[src/rtl/fetch_pc_ctrl.sv]
// Fetch-stage PC sequencer: owns the PC register and chooses sequential, branch
// (via the external registered adder) or jump targets; drives IF/ID qualifiers.
module fetch_pc_ctrl #(
  parameter int              WIDTH    = 32,
  parameter logic [WIDTH-1:0] RESET_PC = '0,
  parameter int              CNT_W    = 16
) (
  input  logic             clk,
  input  logic             rst,
  input  logic             stall,
  input  logic             branch_req,
  input  logic [WIDTH-1:0] branch_pc4,
  input  logic [WIDTH-1:0] branch_off,
  input  logic             jump_req,
  input  logic [WIDTH-1:0] jump_tgt,
  output logic [WIDTH-1:0] add_a,
  output logic [WIDTH-1:0] add_b,
  input  logic [WIDTH-1:0] add_q,
  output logic [WIDTH-1:0] pc,
  output logic [WIDTH-1:0] pc_plus4,
  output logic             fetch_valid,
  output logic             flush,
  output logic [CNT_W-1:0] redirect_cnt
);

  typedef enum logic [0:0] {RUN, BR_WAIT} state_t;

  state_t           state, state_nxt;
  logic [WIDTH-1:0] op_a, op_b;
  logic             run_go, jmp_take, br_take;

  // Requests are only meaningful in RUN while not stalled; a jump beats a branch.
  assign run_go   = (state == RUN) && !stall;
  assign jmp_take = run_go && jump_req;
  assign br_take  = run_go && branch_req && !jump_req;

  assign pc_plus4 = pc + WIDTH'(4);

  // The live operands feed the adder on the request cycle; afterwards the
  // captured copies keep it stable through BR_WAIT.
  assign add_a = (run_go && branch_req) ? branch_pc4 : op_a;
  assign add_b = (run_go && branch_req) ? branch_off : op_b;

  // NOTE: sequential state uses non-blocking assignments so every register
  // samples pre-edge values, independent of process ordering.
  always_ff @(posedge clk) begin
    if (rst) state <= RUN;
    else     state <= state_nxt;
  end

  // NOTE: every combinational output gets a default first, so no path can
  // leave it unassigned and infer a latch.
  always_comb begin
    state_nxt = state;
    case (state)
      RUN:     if (br_take) state_nxt = BR_WAIT;
      BR_WAIT: if (!stall)  state_nxt = RUN;
      default: state_nxt = RUN;
    endcase
  end

  always_comb begin
    fetch_valid = 1'b0;
    flush       = 1'b0;
    if (!rst && state == RUN && !stall) begin
      flush       = jump_req || branch_req;
      fetch_valid = !(jump_req || branch_req);
    end
  end

  always_ff @(posedge clk) begin
    if (rst) begin
      pc           <= RESET_PC;
      op_a         <= '0;
      op_b         <= '0;
      redirect_cnt <= '0;
    end else begin
      if (br_take) begin
        op_a <= branch_pc4;
        op_b <= branch_off;
      end
      if ((jmp_take || br_take) && redirect_cnt != '1)
        redirect_cnt <= redirect_cnt + CNT_W'(1);
      if (state == RUN && !stall) begin
        if (jmp_take)      pc <= jump_tgt;
        else if (!br_take) pc <= pc_plus4;
      end else if (state == BR_WAIT && !stall) begin
        pc <= add_q;
      end
    end
  end

endmodule

[config.mk]
export PLATFORM = sky130hd
export DESIGN_NAME = fetch_pc_ctrl
export DESIGN_NICKNAME = d
export VERILOG_FILES = /design/src/rtl/fetch_pc_ctrl.sv
export SDC_FILE = /design/constraint.sdc
export NUM_CORES = 1
export LEC_CHECK = 0
export CORE_ASPECT_RATIO = 2
export CORE_MARGIN = 2
export CORE_UTILIZATION = 30
export CTS_BUF_LIST = sky130_fd_sc_hd__clkbuf_8 sky130_fd_sc_hd__clkbuf_16
export DETAILED_ROUTE_END_ITERATION = 6
export SYNTH_ARGS = -nofsm -noshare
export SYNTH_HDL_FRONTEND = slang
export SYNTH_SLANG_ARGS = --single-unit
[constraint.sdc]
create_clock -name clk -period 2.45 [get_ports clk]
set_clock_uncertainty 0.15 [all_clocks]
set_input_delay 0.3675 -clock clk [delete_from_list [all_inputs] [get_ports clk]]
set_output_delay 0.3675 -clock clk [all_outputs]
set_load 0.05 [all_outputs]
==> results of run 1 <==
## metal layers
metal / wire length (µm) / track usage / part of all wire / vias to the layer above
li1: - / - / - / 3494
met1: 9110 / 0.218 / 0.35 / 3355
met2: 14600 / 0.438 / 0.56 / 248
met3: 1370 / 0.0475 / 0.053 / 49
met4: 984 / 0.108 / 0.038 / 0
met5: 0 / 0 / 0 / -
## registers in the layout (all words and copies together), names as in the netlist
signal,cells
op_a,32
op_b,32
pc,32
redirect_cnt,16
state,1
## worst paths after layout
kind / to / cells after the start / slack, ns
setup / recovery: pc_plus4[26] / 7 / -0.15
hold / removal: redirect_cnt[1]$_SDFFE_PP0P_ / 2 / 0.13
setup reg to reg: redirect_cnt[14]$_SDFFE_PP0P_ / 7 / 0.22
hold reg to reg: op_b[9]$_SDFFE_PP0P_ / 2 / 0.30
## layout make-up
| class | instances | area share |
|---|---|---|
| Clock buffer | 19 | 0.0400 |
| Clock inverter | 13 | 0.00916 |
| Inverter | 9 | 0.00284 |
| Multi-Input combinational cell | 604 | 0.368 |
| Sequential cell | 113 | 0.197 |
| Tap cell | 269 | 0.0283 |
| Timing Repair Buffer | 394 | 0.355 |
## power breakdown
part           leakage, nW  internal, W  total [W]  switching (W)
Sequential           0.935      0.00191    0.00198      0.0000712
Combinational         3.57     0.000810    0.00180       0.000995
Clock                0.286      0.00151    0.00246       0.000950
## cells in the final DEF (no fill, tap or decap), types with 5 or more instances in the layout
cell type / netlist / routed
o21ai_1: 9 / 9
clkbuf_16: 0 / 20
nand4_1: 17 / 17
buf_6: 2 / 20
a21oi_1: 91 / 91
mux2i_1: 13 / 13
inv_1: 8 / 9
buf_8: 0 / 16
and3_1: 8 / 8
xor2_1: 18 / 11
nand3_1: 15 / 12
buf_12: 0 / 38
xnor2_2: 0 / 8
mux2_4: 0 / 15
nand2_1: 164 / 159
dfxtp_2: 0 / 7
clkdlybuf4s50_1: 0 / 181
o32ai_1: 5 / 5
a221o_1: 7 / 7
nor2_1: 52 / 46
buf_16: 0 / 6
nor3_1: 8 / 5
xnor2_4: 0 / 9
o211ai_1: 8 / 8
dfxtp_1: 113 / 89
a22oi_1: 7 / 7
o21ai_0: 13 / 13
buf_4: 3 / 130
nor4_4: 3 / 5
mux2_2: 64 / 49
dfxtp_4: 0 / 17
o22ai_1: 8 / 8
## per-stage QoR
step	instance area, µm²	setup slack (ns)	power [W]	setup TNS, ns
2_1_floorplan	6740	-0.0317	0.00297	-0.0710
3_3_place_gp	10200	-0.0621	0.00370	-0.196
3_5_place_dp	10200	-0.0629	0.00370	-0.246
4_1_cts	11500	-0.172	0.00624	-2.10
5_1_grt	11900	-0.225	0.00647	-2.81
6_report	11900	-0.153	0.00624	-1.15
## kinds of logic after synthesis
family / count (synthesis) / synth area share
buffers and inverters: 71 / 0.0520
AOI/OAI and AO/OA: 182 / 0.175
muxes: 77 / 0.133
and+or+nand+nor: 304 / 0.229
adders and majority gates: 2 / 0.00391
xor gates and xnor gates: 39 / 0.0533
DFF: 113 / 0.353
## timing repair
action / CTS / global route
setup endpoints to repair: 86 / 68
pin swaps: 27 / 16
hold endpoints to repair: 0 / 0
gates cloned: 5 / 1
buffers inserted: 37 / 15
gates resized for setup: 60 / 62
==> results.yml, run 1 <==
sta:
  period_needed_ns: 2.60
  finalHoldViolCount: 0
  fmax_ghz: 0.384
  layout_setup_ws_ns: -0.153
  final_max_slew_viol_count: 0
  worstMarginPinSlew_ns: 0.674
  grt_setup_unrepaired: "true"
  holdWs_ns: 0.130
  setup_violations: 14
  slew-limit-headroom: 0.549
  fin_crit_sh: 1.06
hold_path:
  worstHoldStart: "rst"
  hold_class: "in -> reg"
routing:
  vias: 7146
  final_antenna_net_count: 0
  drc_errors: 0
  first_pass_iters: 4
  wl_per_cell_um: 18.3
  vias_per_cell: 5.03
  drt_iter0_markers: 309
  drt_wl_total_mm: 26.0
global_route:
  grt_max_degree: 57
  antenna_found_initial: 0
  grt-ovfl-total: 0
  track_usage: 0.225
  grt_pass1_wl_mm: 39.2
  grt_pass1_vias: 7252
clocking:
  clock-sinks: 113
  cts_hold_buf: 0
  cts_tree: "done"
  cts_htree_levels: 4
  cts_buffers: 17
  insertion_delay_ns: 0.42
  cts-root-buf: "clkbuf_16"
  cts_buffer_depth: 2
  clkTransAtPathRegs_ns: 0.06
die:
  coreArea_mm2: 0.0209
  die_y_um: 211
  dieWidth_um: 107
  fp.dieArea_mm2: 0.0226
  initial_utilization: 0.306
  rows: 75
  io_pins: 279
critical_path:
  cp_max_fo: 7
  crit_path_start_kind: "flip-flop"
  critPathTopFamily: "simple AND/OR/NAND/NOR gates"
  end_kind: "output pin"
  crit_top_cell: "buf_12"
  critical_path.slowest_cell: "dfxtp_4"
  cpPeakStageDelay_ns: 0.40
  r2r_start: "redirect_cnt[0]$_SDFFE_PP0P_"
  cp.required_ns: 1.93
  critPathBufInv: 3
  path_class: "reg -> out"
  cp-startpoint: "pc[18]$_SDFFE_PP0P_"
  cp.arrival_ns: 2.09
  crit_chain: "nand2_1, nor4_4, buf_6, buf_12, nand4_1, xnor2_4, buf_12"
yosys:
  synthFlopType: "dfxtp_1"
  async_flop_share: 0
  ys_seq_area_frac: 0.353
  synth_area_leaders: "dfxtp_1, mux2_2, nand2_1"
  synthTopCellsByCount: "nand2_1, dfxtp_1, a21oi_1"
  synth_area_mm2: 0.00640
  synth_cell_types: 61
  synth_top_area_share: 0.353
  yosysMostFrequentCell: "nand2_1"
  netlist_instances: 788
  synth_nets: 923
  synth_warnings: 0
  synth-seq-cells: 113
  synth_edf_count: 0
  yosys.area.top_type: "dfxtp_1"
  synth_area_per_cell_um2: 8.13
power:
  p_leak_nw: 4.79
  power_density_mw_per_mm2: 525
  ir_drop_v: 0.000349
place:
  place_hpwl_mm: 18.6
  placed_cells: 1332
  io_buffers: 278
  gp_congestion: 0.800
final_layout:
  layout.nets: 1274
  areaGrowthSynthToFinish_pct: 85.4
  diodes: 0
  fillers: 1873
  area.sequential_mm2: 0.00233
  multi_input_area_mm2: 0.00437
  layout-drive-gt1-share: 0.339
  final_core_util: 0.568
  instances_no_fill: 1421
outcome:
  failed_checks: "negative setup slack"
  status: "complete, but fails checks"
job:
  maxCapViolCount: 0
(Power assumes the default switching activity.)
==> run 2: changes to the inputs <==
--- a/config.mk
+++ b/config.mk
@@ -13,3 +13,4 @@
 export SYNTH_ARGS = -nofsm -noshare
 export SYNTH_HDL_FRONTEND = slang
 export SYNTH_SLANG_ARGS = --single-unit
+export TNS_END_PERCENT = 50
==> results.yml, run 2 (same netlist as run 1, synthesis figures left out) <==
critical_path:
  r2r_start: "pc[22]$_SDFFE_PP0P_"
  cp.arrival_ns: 2.05
  crit_end: "pc_plus4[30]"
  cp.required_ns: 1.93
  crit_path_start_kind: "flip-flop"
  reg2reg_to: "pc[31]$_SDFFE_PP0P_"
  path_class: "reg -> out"
  worstRegToRegCells: 9
  rrSetupSlack_ns: 0.35
  end_kind: "output pin"
  cp_max_fo: 6
  cp-startpoint: "pc[22]$_SDFFE_PP0P_"
place:
  gp_congestion: 0.801
  placed_cells: 1324
  pre_cts_ws_ns: -0.0694
  placed_cell_area_mm2: 0.0101
  place_hpwl_mm: 18.6
  io_buffers: 278
power:
  power_density_mw_per_mm2: 542
  p_leak_nw: 4.66
  ir_drop_v: 0.000336
routing:
  final_antenna_net_count: 0
  drt_wl_total_mm: 25.5
  wl_per_cell_um: 18.3
  first_pass_iters: 4
  drt_iter0_markers: 289
  vias: 7016
  drc_errors: 0
  vias_per_cell: 5.02
sta:
  worstMarginPinSlew_ns: 0.603
  slew-limit-headroom: 0.596
  fmax_ghz: 0.389
  grt_setup_unrepaired: "true"
  final_max_slew_viol_count: 0
  fin_crit_sh: 1.05
  setup_violations: 15
  layout_setup_ws_ns: -0.119
  finalHoldViolCount: 0
  holdWs_ns: 0.110
  period_needed_ns: 2.57
global_route:
  track_usage: 0.218
  grt_pass1_wl_mm: 38.0
  grt_pass1_vias: 7022
  grt-ovfl-total: 0
  grt_max_degree: 101
  antenna_found_initial: 1
clocking:
  cts_buffers: 17
  cts_tree: "done"
  cts_htree_levels: 4
  clkTransAtPathRegs_ns: 0.06
  cts_hold_buf: 0
  cts_buffer_depth: 2
  insertion_delay_ns: 0.41
  clock-sinks: 113
  cts-root-buf: "clkbuf_16"
final_layout:
  multi_input_area_mm2: 0.00432
  area.sequential_mm2: 0.00234
  instances_no_fill: 1399
  final_core_util: 0.554
  layout-drive-gt1-share: 0.324
  post-route-cell-area_mm2: 0.0116
  largest_registers: "op_a (32), op_b (32), pc (32)"
  layout.nets: 1251
  layout_commonest_cell: "clkdlybuf4s50_1"
  layout.cells.most_common_list: "clkdlybuf4s50_1, nand2_1, buf_4"
  fillers: 1866
  areaGrowthSynthToFinish_pct: 81.0
die:
  die_y_um: 211
  dieWidth_um: 107
  initial_utilization: 0.306
  io_pins: 279
  coreArea_mm2: 0.0209
  rows: 75
  fp.dieArea_mm2: 0.0226
outcome:
  failed_checks: "negative setup slack"
  status: "complete, but fails checks"
hold_path:
  hold_class: "in -> reg"
job:
  maxCapViolCount: 0
run 2: cell count changes in the layout (fill, tap and decap cells not counted), moves of 10 or more:
cell    delta
buf_4     -32
buf_6     +27
buf_8     -12
mux2_2    +10
mux2_4    -10
run 2: how the worst min path moves through the flow:
stage	slack (ns)	cells past startpoint	startpoint	to
6_report	0.11	2	rst	pc[3]$_SDFFE_PP0P_
5_1_grt	0.10	2	rst	pc[3]$_SDFFE_PP0P_
4_1_cts	0.09	2	rst	pc[3]$_SDFFE_PP0P_
3_5_place_dp	0.29	2	op_b[9]$_SDFFE_PP0P_	op_b[9]$_SDFFE_PP0P_
3_3_place_gp	0.29	2	op_b[9]$_SDFFE_PP0P_	op_b[9]$_SDFFE_PP0P_
2_1_floorplan	0.28	2	op_a[0]$_SDFFE_PP0P_	op_a[0]$_SDFFE_PP0P_
run 2: what timing repair did:
action,CTS,global route
pin swaps,26,17
cloned,2,0
setup endpoints to repair,86,49
resized for setup,61,51
buffers inserted,35,6
run 2: critical path: stages, from the launching register on:
cell and delay [ns]:
dfxtp_4 0.35, nand4_1 0.15, nor4_4 0.37, buf_12 0.17
nand3_2 0.12, nor2_4 0.15, xor2_4 0.17, buf_12 0.15
run 2: layout make-up:
cell class	instances	area share
diodes	1	0.000216
flip-flops and latches	113	0.202
inverters	9	0.00291
clock buffers	19	0.0401
multi-input cells	604	0.373
repair buffers	371	0.341
well taps	269	0.0290
clock inverters	13	0.0126
run 2: metal layers:
| layer | global-route usage | routed length, µm | vias to the layer above |
|---|---|---|---|
| met4 | 0.124 | 1010 | 0 |
| met3 | 0.0410 | 1240 | 47 |
| li1 | - | - | 3446 |
| met2 | 0.417 | 14200 | 224 |
| met1 | 0.212 | 9050 | 3299 |
| met5 | 0 | 0 | - |
run 2: power breakdown:
part / switching (W) / internal, W / total, W
Clock: 0.000948 / 0.00160 / 0.00255
Sequential: 0.0000724 / 0.00191 / 0.00198
Combinational: 0.000982 / 0.000773 / 0.00176
run 2: per-stage QoR:
| step | power (W) | TNS (ns) |
|---|---|---|
| 2_1_floorplan | 0.00297 | -0.0814 |
| 6_report | 0.00628 | -1.01 |
| 3_5_place_dp | 0.00369 | -2.86 |
| 4_1_cts | 0.00633 | -2.14 |
| 5_1_grt | 0.00652 | -2.72 |
| 3_3_place_gp | 0.00368 | -2.93 |
==> run 3: changes to the inputs <==
--- a/config.mk
+++ b/config.mk
@@ -5,11 +5,15 @@
 export SDC_FILE = /design/constraint.sdc
 export NUM_CORES = 1
 export LEC_CHECK = 0
+export CELL_PAD_IN_SITES_DETAIL_PLACEMENT = 0
+export CELL_PAD_IN_SITES_GLOBAL_PLACEMENT = 1
 export CORE_ASPECT_RATIO = 2
 export CORE_MARGIN = 2
-export CORE_UTILIZATION = 30
+export CORE_UTILIZATION = 27
 export CTS_BUF_LIST = sky130_fd_sc_hd__clkbuf_8 sky130_fd_sc_hd__clkbuf_16
 export DETAILED_ROUTE_END_ITERATION = 6
+export PLACE_DENSITY_LB_ADDON = 0.1
+export REMOVE_ABC_BUFFERS = 1
 export SYNTH_ARGS = -nofsm -noshare
 export SYNTH_HDL_FRONTEND = slang
 export SYNTH_SLANG_ARGS = --single-unit
==> constraint.sdc (replaced) <==
create_clock -name clk -period 2.1 [get_ports clk]
set_clock_uncertainty 0.15 [all_clocks]
set_input_delay 0.315 -clock clk [delete_from_list [all_inputs] [get_ports clk]]
set_output_delay 0.315 -clock clk [all_outputs]
set_load 0.05 [all_outputs]
==> results.yml, run 3 (same netlist as run 1, synthesis figures left out) <==
job:
  maxCapViolCount: 0
critical_path:
  reg2reg_to: "pc[13]$_SDFFE_PP0P_"
  critical_path.slowest_cell: "dfxtp_2"
  cp.arrival_ns: 2.07
  end_kind: "output pin"
  r2r_start: "pc[3]$_SDFFE_PP0P_"
  worstRegToRegCells: 8
  crit_end: "pc_plus4[26]"
  cp-startpoint: "pc[10]$_SDFFE_PP0P_"
  crit_top_cell: "buf_12"
  crit_path_start_kind: "flip-flop"
  rrSetupSlack_ns: 0.04
  cp_max_fo: 6
  cp.required_ns: 1.63
  path_class: "reg -> out"
  cpPeakStageDelay_ns: 0.35
  crit_chain: "nand4_4, nor4_4, buf_6, buf_12, nand4_1, xnor2_2, buf_12"
place:
  place_hpwl_mm: 19.0
  placed_cell_area_mm2: 0.0103
  io_buffers: 278
  gp_congestion: 0.789
die:
  die_y_um: 222
  fp.dieArea_mm2: 0.0250
  initial_utilization: 0.275
  io_pins: 279
  coreArea_mm2: 0.0233
  rows: 79
  dieWidth_um: 113
sta:
  period_needed_ns: 2.54
  worstMarginPinSlew_ns: 0.511
  slew-limit-headroom: 0.659
  fmax_ghz: 0.394
  grt_setup_unrepaired: "true"
  fin_crit_sh: 1.21
  layout_setup_ws_ns: -0.437
  setup_violations: 91
  final_max_slew_viol_count: 0
  holdWs_ns: 0.267
  finalHoldViolCount: 0
routing:
  final_antenna_net_count: 0
  vias_per_cell: 4.89
  drt_iter0_markers: 371
  vias: 7237
  first_pass_iters: 7
  wl_per_cell_um: 18.2
  drt_wl_total_mm: 26.9
  drc_errors: 20
global_route:
  grt_util_met3: 0.0385
  met2_usage: 0.406
  grt_pass1_vias: 7457
  busiest_layer: "met2"
  grt_use_met1: 0.226
  track_usage: 0.213
  antenna_found_initial: 0
  grt-ovfl-total: 0
  grt_max_degree: 88
  grt_pass1_wl_mm: 41.4
power:
  net-switching-power_w: 0.00235
  power_density_mw_per_mm2: 580
  p_seq_frac: 0.313
  ir_drop_v: 0.000438
  p_leak_nw: 5.45
  p_comb_frac: 0.314
  power.share.clock: 0.373
  p_int_w: 0.00501
  swShare: 0.319
final_layout:
  layout.nets: 1319
  layout.cells.most_common_list: "nand2_1, buf_4, clkdlybuf4s50_1"
  areaGrowthSynthToFinish_pct: 98.1
  largest_registers: "op_a (32), op_b (32), pc (32)"
  layout_commonest_cell: "nand2_1"
  diodes: 0
  layout-drive-gt1-share: 0.399
  post-route-cell-area_mm2: 0.0127
outcome:
  status: "complete, but fails checks"
  failed_checks: "design-rule violations, negative setup slack"
clocking:
  cts_buffer_depth: 2
  cts_buffers: 17
  cts_tree: "done"
  clock-sinks: 113
  insertion_delay_ns: 0.44
  cts_hold_buf: 0
  cts-root-buf: "clkbuf_16"
  cts_htree_levels: 4
  clkTransAtPathRegs_ns: 0.05
hold_path:
  worstHoldStart: "rst"
  hold_class: "in -> reg"
==> run 3: routing by layer <==
metal	vias up	part of all wire
met5	-	0
met1	3408	0.36
li1	3578	-
met3	31	0.052
met4	0	0.022
met2	220	0.57
==> run 3: worst max-delay path, delay by kind of cell, from the launching register on <==
family	cells	cell delay (ns)
simple gates	3	0.61
buf+inv	3	0.43
flops	1	0.35
xor+xnor	1	0.24
==> run 3: how the worst min path moves through the flow <==
stage | endpoint | slack (ns) | cells past startpoint
after global placement | op_b[17]$_SDFFE_PP0P_ | 0.29 | 2
after CTS | pc[30]$_SDFFE_PP0P_ | 0.23 | 4
after floorplan | op_a[0]$_SDFFE_PP0P_ | 0.23 | 1
final | pc[30]$_SDFFE_PP0P_ | 0.27 | 4
after detailed placement | op_a[22]$_SDFFE_PP0P_ | 0.30 | 2
after global routing | redirect_cnt[5]$_SDFFE_PP0P_ | 0.29 | 3
==> run 3: what timing repair did <==
item,4_1_cts,5_1_grt
endpoints found under the setup margin,122,136
pin swaps,29,41
buffers inserted,20,17
resized for setup,251,92
cloned,8,0
==> run 3: power groups by stage <==
stage / logic [W] / registers (W) / clock network [W]
4_1_cts: 0.00226 / 0.00230 / 0.00283
6_report: 0.00231 / 0.00230 / 0.00274
3_3_place_gp: 0.00198 / 0.00234 / 0
5_1_grt: 0.00243 / 0.00231 / 0.00290
2_1_floorplan: 0.000839 / 0.00251 / 0
3_5_place_dp: 0.00198 / 0.00234 / 0
==> run 3: final cells by class <==
class                   count  area [µm²]
repair buffers            439        4860
clock inverters            12        92.6
well taps                 283         354
clock buffers              20         467
multi-input cells         604        4590
inverters                   9        33.8
fillers                  2173       10600
flip-flops and latches    113        2290
==> run 3: stage by stage <==
step	TNS [ns]	utilization	std cells	total power (W)	setup WS (ns)
CTS	-27.80	0.523	1466	0.00739	-0.516
global placement	-49.18	0.441	1406	0.00432	-0.368
detailed placement	-51.20	0.441	1406	0.00432	-0.375
global route	-30.96	0.544	1480	0.00764	-0.562
finish	-25.45	0.544	1480	0.00736	-0.437
floorplan	-189.53	-	726	0.00335	-1.54
